==> src/rtl/mem_port_arbiter_if.sv <==
// Bundle of the fetch, data and memory-side signals around the unified memory port arbiter.
// The master modport is the arbiter's view; the slave modport is the pipeline/memory view.
interface mem_port_arbiter_if #(
   parameter int ADDR_SIZE = 31,
   parameter int DATA_SIZE = 31
);
   logic                 if_req;
   logic [ADDR_SIZE:0]   if_addr;
   logic                 if_ack;
   logic [DATA_SIZE:0]   if_rdata;

   logic                 d_req;
   logic                 d_we;
   logic [ADDR_SIZE:0]   d_addr;
   logic [DATA_SIZE:0]   d_wdata;
   logic                 d_ack;
   logic [DATA_SIZE:0]   d_rdata;

   logic                 m_sel;
   logic                 m_en;
   logic                 m_we;
   logic [ADDR_SIZE:0]   m_addr;
   logic [DATA_SIZE:0]   m_wdata;
   logic                 m_ready;
   logic [DATA_SIZE:0]   m_rdata;

   modport master (
      input  if_req, if_addr, d_req, d_we, d_addr, d_wdata, m_ready, m_rdata,
      output if_ack, if_rdata, d_ack, d_rdata, m_sel, m_en, m_we, m_addr, m_wdata
   );

   modport slave (
      output if_req, if_addr, d_req, d_we, d_addr, d_wdata, m_ready, m_rdata,
      input  if_ack, if_rdata, d_ack, d_rdata, m_sel, m_en, m_we, m_addr, m_wdata
   );
endinterface

==> src/rtl/mem_port_arbiter.sv <==
// Round-robin arbiter sharing one memory port between instruction fetch and data access.
// Each grant runs ISSUE (one-cycle strobe), WAIT (for m_ready), RESP (one-cycle ack).
module mem_port_arbiter #(
   parameter int ADDR_SIZE = 31,
   parameter int DATA_SIZE = 31
) (
   input  logic               clk,
   input  logic               rst_n,
   mem_port_arbiter_if.master bus
);

   typedef enum logic [1:0] {
      ST_IDLE,
      ST_ISSUE,
      ST_WAIT,
      ST_RESP
   } state_t;

   state_t             r_state;
   state_t             w_nextState;
   logic               r_rrLast;
   logic               r_sel;
   logic               r_we;
   logic [ADDR_SIZE:0] r_addr;
   logic [DATA_SIZE:0] r_wdata;
   logic [DATA_SIZE:0] r_ifRdata;
   logic [DATA_SIZE:0] r_dRdata;

   logic               w_ifElig;
   logic               w_dElig;
   logic               w_grant;
   logic               w_grantData;
   logic               w_done;

   // A port whose ack is high this cycle is not eligible, so a held req cannot be served twice.
   assign w_ifElig = bus.if_req && !bus.if_ack;
   assign w_dElig  = bus.d_req  && !bus.d_ack;
   assign w_done   = (r_state == ST_WAIT) && bus.m_ready;

   always_comb begin
      w_nextState = r_state;
      w_grant     = 1'b0;
      w_grantData = 1'b0;
      case (r_state)
         ST_IDLE: begin
            if (w_ifElig || w_dElig) begin
               w_grant     = 1'b1;
               w_grantData = (w_ifElig && w_dElig) ? !r_rrLast : w_dElig;
               w_nextState = ST_ISSUE;
            end
         end
         ST_ISSUE: w_nextState = ST_WAIT;
         ST_WAIT: begin
            if (bus.m_ready) begin
               w_nextState = ST_RESP;
            end
         end
         ST_RESP:  w_nextState = ST_IDLE;
         default:  w_nextState = ST_IDLE;
      endcase
   end

   // r_rrLast: 0 = fetch was granted last, 1 = data was granted last.
   always_ff @(posedge clk) begin
      if (!rst_n) begin
         r_state   <= ST_IDLE;
         r_rrLast  <= 1'b0;
         r_sel     <= 1'b0;
         r_we      <= 1'b0;
         r_addr    <= '0;
         r_wdata   <= '0;
         r_ifRdata <= '0;
         r_dRdata  <= '0;
      end else begin
         r_state <= w_nextState;
         if (w_grant) begin
            r_sel    <= w_grantData;
            r_rrLast <= w_grantData;
            r_addr   <= w_grantData ? bus.d_addr : bus.if_addr;
            r_we     <= w_grantData && bus.d_we;
            if (w_grantData) begin
               r_wdata <= bus.d_wdata;
            end
         end
         if (w_done) begin
            r_we <= 1'b0;
            if (!r_we) begin
               if (r_sel) begin
                  r_dRdata <= bus.m_rdata;
               end else begin
                  r_ifRdata <= bus.m_rdata;
               end
            end
         end
      end
   end

   assign bus.m_en     = (r_state == ST_ISSUE);
   assign bus.if_ack   = (r_state == ST_RESP) && !r_sel;
   assign bus.d_ack    = (r_state == ST_RESP) &&  r_sel;
   assign bus.m_sel    = r_sel;
   assign bus.m_we     = r_we;
   assign bus.m_addr   = r_addr;
   assign bus.m_wdata  = r_wdata;
   assign bus.if_rdata = r_ifRdata;
   assign bus.d_rdata  = r_dRdata;

endmodule
==> src/flat_wrapper.sv <==
// flat-port wrapper written by rule: the top's interface ports become plain ports
module mem_port_arbiter_flat 
#(
   parameter int ADDR_SIZE = 31,
   parameter int DATA_SIZE = 31
)
  (clk, rst_n, bus_if_req, bus_if_addr, bus_d_req, bus_d_we, bus_d_addr, bus_d_wdata, bus_m_ready, bus_m_rdata, bus_if_ack, bus_if_rdata, bus_d_ack, bus_d_rdata, bus_m_sel, bus_m_en, bus_m_we, bus_m_addr, bus_m_wdata);
  mem_port_arbiter_if #(.ADDR_SIZE(ADDR_SIZE), .DATA_SIZE(DATA_SIZE)) bus_i ();
  input  logic clk;
  input  logic rst_n;
  input wire logic [$bits(bus_i.if_req)-1:0] bus_if_req;
  input wire logic [$bits(bus_i.if_addr)-1:0] bus_if_addr;
  input wire logic [$bits(bus_i.d_req)-1:0] bus_d_req;
  input wire logic [$bits(bus_i.d_we)-1:0] bus_d_we;
  input wire logic [$bits(bus_i.d_addr)-1:0] bus_d_addr;
  input wire logic [$bits(bus_i.d_wdata)-1:0] bus_d_wdata;
  input wire logic [$bits(bus_i.m_ready)-1:0] bus_m_ready;
  input wire logic [$bits(bus_i.m_rdata)-1:0] bus_m_rdata;
  output wire logic [$bits(bus_i.if_ack)-1:0] bus_if_ack;
  output wire logic [$bits(bus_i.if_rdata)-1:0] bus_if_rdata;
  output wire logic [$bits(bus_i.d_ack)-1:0] bus_d_ack;
  output wire logic [$bits(bus_i.d_rdata)-1:0] bus_d_rdata;
  output wire logic [$bits(bus_i.m_sel)-1:0] bus_m_sel;
  output wire logic [$bits(bus_i.m_en)-1:0] bus_m_en;
  output wire logic [$bits(bus_i.m_we)-1:0] bus_m_we;
  output wire logic [$bits(bus_i.m_addr)-1:0] bus_m_addr;
  output wire logic [$bits(bus_i.m_wdata)-1:0] bus_m_wdata;
  assign bus_i.if_req = bus_if_req;
  assign bus_i.if_addr = bus_if_addr;
  assign bus_i.d_req = bus_d_req;
  assign bus_i.d_we = bus_d_we;
  assign bus_i.d_addr = bus_d_addr;
  assign bus_i.d_wdata = bus_d_wdata;
  assign bus_i.m_ready = bus_m_ready;
  assign bus_i.m_rdata = bus_m_rdata;
  assign bus_if_ack = bus_i.if_ack;
  assign bus_if_rdata = bus_i.if_rdata;
  assign bus_d_ack = bus_i.d_ack;
  assign bus_d_rdata = bus_i.d_rdata;
  assign bus_m_sel = bus_i.m_sel;
  assign bus_m_en = bus_i.m_en;
  assign bus_m_we = bus_i.m_we;
  assign bus_m_addr = bus_i.m_addr;
  assign bus_m_wdata = bus_i.m_wdata;
  mem_port_arbiter #(.ADDR_SIZE(ADDR_SIZE), .DATA_SIZE(DATA_SIZE)) u_core (.clk(clk), .rst_n(rst_n), .bus(bus_i));
endmodule
==> config.mk <==
export PLATFORM = sky130hd
export DESIGN_NAME = mem_port_arbiter_flat
export DESIGN_NICKNAME = d
export VERILOG_FILES = /design/src/rtl/mem_port_arbiter_if.sv /design/src/rtl/mem_port_arbiter.sv /design/src/flat_wrapper.sv
export SDC_FILE = /design/constraint.sdc
export NUM_CORES = 1
export LEC_CHECK = 0
export CORE_MARGIN = 2
export CORE_UTILIZATION = 35
export CTS_CLUSTER_SIZE = 14
export DETAILED_ROUTE_END_ITERATION = 10
export PLACE_DENSITY_LB_ADDON = 0.1
export SKIP_CTS_REPAIR_TIMING = 1
export SLEW_MARGIN = 15
export SYNTH_ARGS = -nofsm -noshare
export SYNTH_HDL_FRONTEND = slang
export SYNTH_SLANG_ARGS = --single-unit
==> constraint.sdc <==
create_clock -name clk -period 1.8 [get_ports clk]
set_input_delay 0.54 -clock clk [delete_from_list [all_inputs] [get_ports clk]]
set_output_delay 0.54 -clock clk [all_outputs]
set_load 0.05 [all_outputs]
==> key figures <==
Pwr
  – Seq pwr share: 0.329
  – Leak Pwr: 0.00343 uW
  – Psw: 4620 uW
  – Cell Pwr Density: 1390 mW/mm^2
  – Clock power frac: 0.265
  – Internal power: 7000 uW
  – Max IR drop VDD: 0.735 mV
  – Total power: 11600 uW
  – Sw frac: 0.398
  – Combinational share of power: 0.406

Clock network
  – Htree depth: 4
  – CTS Buf Count: 17
  – CTS tree: yes
  – CTS Buffer Depth: 2
  – Sinks on Clock Net: around 130
  – Later-pin clock latency in the skew report: 0.41 ns
  – Clock Tree Root: clkbuf_16
  – Clock Pin Slew Worst Setup and Hold Paths: 0.06 ns

Hold path
  – Type of the worst min-delay path: reg2reg
  – Hold Path Sink: u_core.bus.if_rdata[13]$_SDFFE_PN0P_
  – Hold_sp: u_core.bus.if_rdata[13]$_SDFFE_PN0P_
  – Hold Crit Depth: 2

Critical path
  – Worst path slowest cell: dfxtp_4
  – Crit path DAT: 1.25 ns
  – R2R cell count: 6
  – Maximum fanout along the worst path: 4
  – CP max stage delay: 0.36 ns
  – CP endpoint kind: output port
  – RR Endpoint: u_core.bus.m_addr[19]$_SDFFE_PN0P_
  – Critical Path Source Type: flop
  – Worst r2r src: u_core.r_state[0]$_SDFFE_PN0P_
  – Worst path cell trace: ha_4, and2_4, buf_12
  – Reg2reg setup slack: 0.13 ns
  – CP required: 1.26 ns
  – Buf/Inv on CP: 1
  – Crit path kind: reg2out
  – Family with the most delay on the worst path: flip-flops

Floorplan
  – Starting Density: 0.358
  – Rows: between 40 and 50
  – Die width: 123 um
  – I/O Pins: between 200 and 300
  – Die height: 123 um
  – Core Region: 0.0139 mm^2
  – Die area: 0.0152 mm^2

GRT
  – Largest net degree at the start of global routing: 54
  – GRT Util Overall: 0.195
  – Vias in the first global route: 4650
  – Initial antenna violation count: 0
  – Grt total ovfl: 0
  – Wire length of the first global-routing pass: 22800 um

STA
  – Period utilisation layout: 0.993
  – Tightest Pin Transition: about 0.54 ns
  – Setup-failing EPs final: 0
  – Rel. slew slack: 0.641
  – Final hold vios: 0
  – Final critical-path required period: about 1.8 ns
  – Peak Freq: 0.559 GHz
  – TNS Setup: 0 ns
  – RSZ-0062 raised after global routing: true
  – Max-slew violation count: 0
  – Clk_skew: 0.00822 ns

Final layout
  – Fillers: between 1000 and 1500
  – Register Area: 0.00265 mm^2
  – Commonest non-fill, non-tap cell in the layout: nand2_1
  – Area Growth Syn to Fin: 67.6%
  – Most frequent cells in the layout: nand2_1, clkdlybuf4s50_1, buf_4
  – Ant diodes: 0
  – Nets: 966
  – Layout cells sized above 1: 0.250
  – Area of the multi-input gates: between 0.002 and 0.0025 mm^2

Drt
  – Final wirelength: 15000 um
  – Routed vias/inst: around 4.7
  – Antenna-violating nets left: 0
  – Wire per inst: 14.7 um
  – DRT iter0 DRCs: 327
  – DRT Pass-1 Iters: 5
  – Vias: roughly 4800
  – # DRC: 0

Synthesis
  – Distinct cells, synth: 29
  – Cell taking the most area after synthesis: dfxtp_1
  – Syn_nets: 702
  – Top cells by area, synth: dfxtp_1, nand2_1, a21oi_1, mux2i_1, o2bb2ai_1
  – Total of flip-flops plus latches after synthesis: around 130
  – Synth top area share: 0.532
  – Syn Area/Cell: between 8 and 9 um^2
  – Cells after Synth: 564
  – Synthesized area: 0.00497 mm^2
  – Yosys warning total: 0
  – Post-synthesis sequential area ratio: 0.532

Status
  – Status: finished, final reports clean

Placed design
  – GP Congestion: 0.787
  – Port-buffer cells: between 200 and 300
  – Hpwl dp: ~11000 um

Run
  – Maxcap violations: 0
[state kept, by name (all words and copies together) (netlist names)]
| register | count |
|---|---|
| u_core.bus.d_rdata | 32 |
| u_core.bus.if_rdata | 32 |
| u_core.bus.m_addr | 32 |
| u_core.bus.m_sel | 1 |
| u_core.bus.m_wdata | 32 |
| u_core.bus.m_we | 1 |
| u_core.r_state | 2 |
[Yosys cell counts]
library cell  count
o21ai_1           1
buf_6             4
nor3_1            1
buf_4             2
clkbuf_1         26
or3_1             2
buf_2            10
o221a_2           1
nand2b_4          1
nor3b_2           1
a21oi_1          99
nand4b_1          1
mux2i_1          33
inv_1             6
a311oi_1          1
a21oi_2           1
o21a_1            1
o21ai_0           1
and2_1            1
o2bb2ai_2        10
o2bb2ai_1        22
nand2_1         198
buf_1             1
o22ai_1           1
nand3_1           1
dfxtp_1         132
nand3b_1          1
ha_1              4
and3_1            1
[per-stage QoR]
stage | instance area (um^2) | cells | utilization | hold slack [ns] | setup slack, ns
after floorplan | 4970 | 564 | - | 0.468 | 0.138
after global placement | 7750 | 989 | 0.559 | 0.443 | -0.252
after detailed placement | 7750 | 989 | 0.559 | 0.447 | -0.355
after CTS | 8290 | 1021 | 0.597 | 0.455 | -0.189
after global routing | 8330 | 1021 | 0.600 | 0.471 | -0.0234
final | 8330 | 1021 | 0.600 | 0.453 | 0.0120
[cell families (layout without fill, tap and decap cells)]
logic type,count (synthesis),after routing,synth area share
AO/OA/AOI/OAI,138,138,0.179
adder cells (fa/ha/maj),4,4,0.0101
buffers and inverters,49,326,0.0471
flip-flops,132,132,0.532
multiplexers,33,33,0.0665
AND/OR/NAND/NOR,208,208,0.165
[worst max-delay path by stage]
| stage | to | cells after the start | start |
|---|---|---|---|
| 2_1_floorplan | u_core.bus.m_addr[23]$_SDFFE_PN0P_ | 8 | u_core.r_state[0]$_SDFFE_PN0P_ |
| 3_3_place_gp | u_core.bus.m_addr[12]$_SDFFE_PN0P_ | 6 | bus_if_req |
| 3_5_place_dp | u_core.bus.m_addr[19]$_SDFFE_PN0P_ | 6 | bus_if_req |
| 4_1_cts | bus_d_ack | 3 | u_core.r_state[0]$_SDFFE_PN0P_ |
| 5_1_grt | bus_d_ack | 3 | u_core.r_state[0]$_SDFFE_PN0P_ |
| 6_report | bus_d_ack | 3 | u_core.r_state[0]$_SDFFE_PN0P_ |
[area by class of cell]
class	instances	share of cell area
Timing Repair Buffer	288	0.331
Sequential cell	132	0.319
Multi-Input combinational cell	383	0.256
Clock buffer	20	0.0548
Tap cell	180	0.0270
Clock inverter	12	0.00992
Inverter	6	0.00270
[tightest hold or removal path, delay by kind of cell (launching register included)]
family	cells	cell delay [ns]
DFF	1	0.31
and+or+nand+nor	1	0.05
AOI/OAI and AO/OA	1	0.05
[routing by layer]
layer | up-vias | global-route usage | routed length (um)
met1 | 2223 | 0.225 | 6130
li1 | 2422 | - | -
met2 | 184 | 0.327 | 7310
met4 | 0 | 0.0661 | 162
met3 | 12 | 0.0770 | 1410
met5 | - | 0 | 0
[power groups by stage]
stage | sequential [uW] | clock, uW | combinational [uW]
3_5_place_dp | 3840 | 0 | 4740
2_1_floorplan | 5450 | 0 | 1390
3_3_place_gp | 3840 | 0 | 4670
4_1_cts | 3800 | 3160 | 4740
5_1_grt | 3880 | 3300 | 4980
6_report | 3820 | 3080 | 4720
No activity file was read; power rests on OpenSTA's default activity.
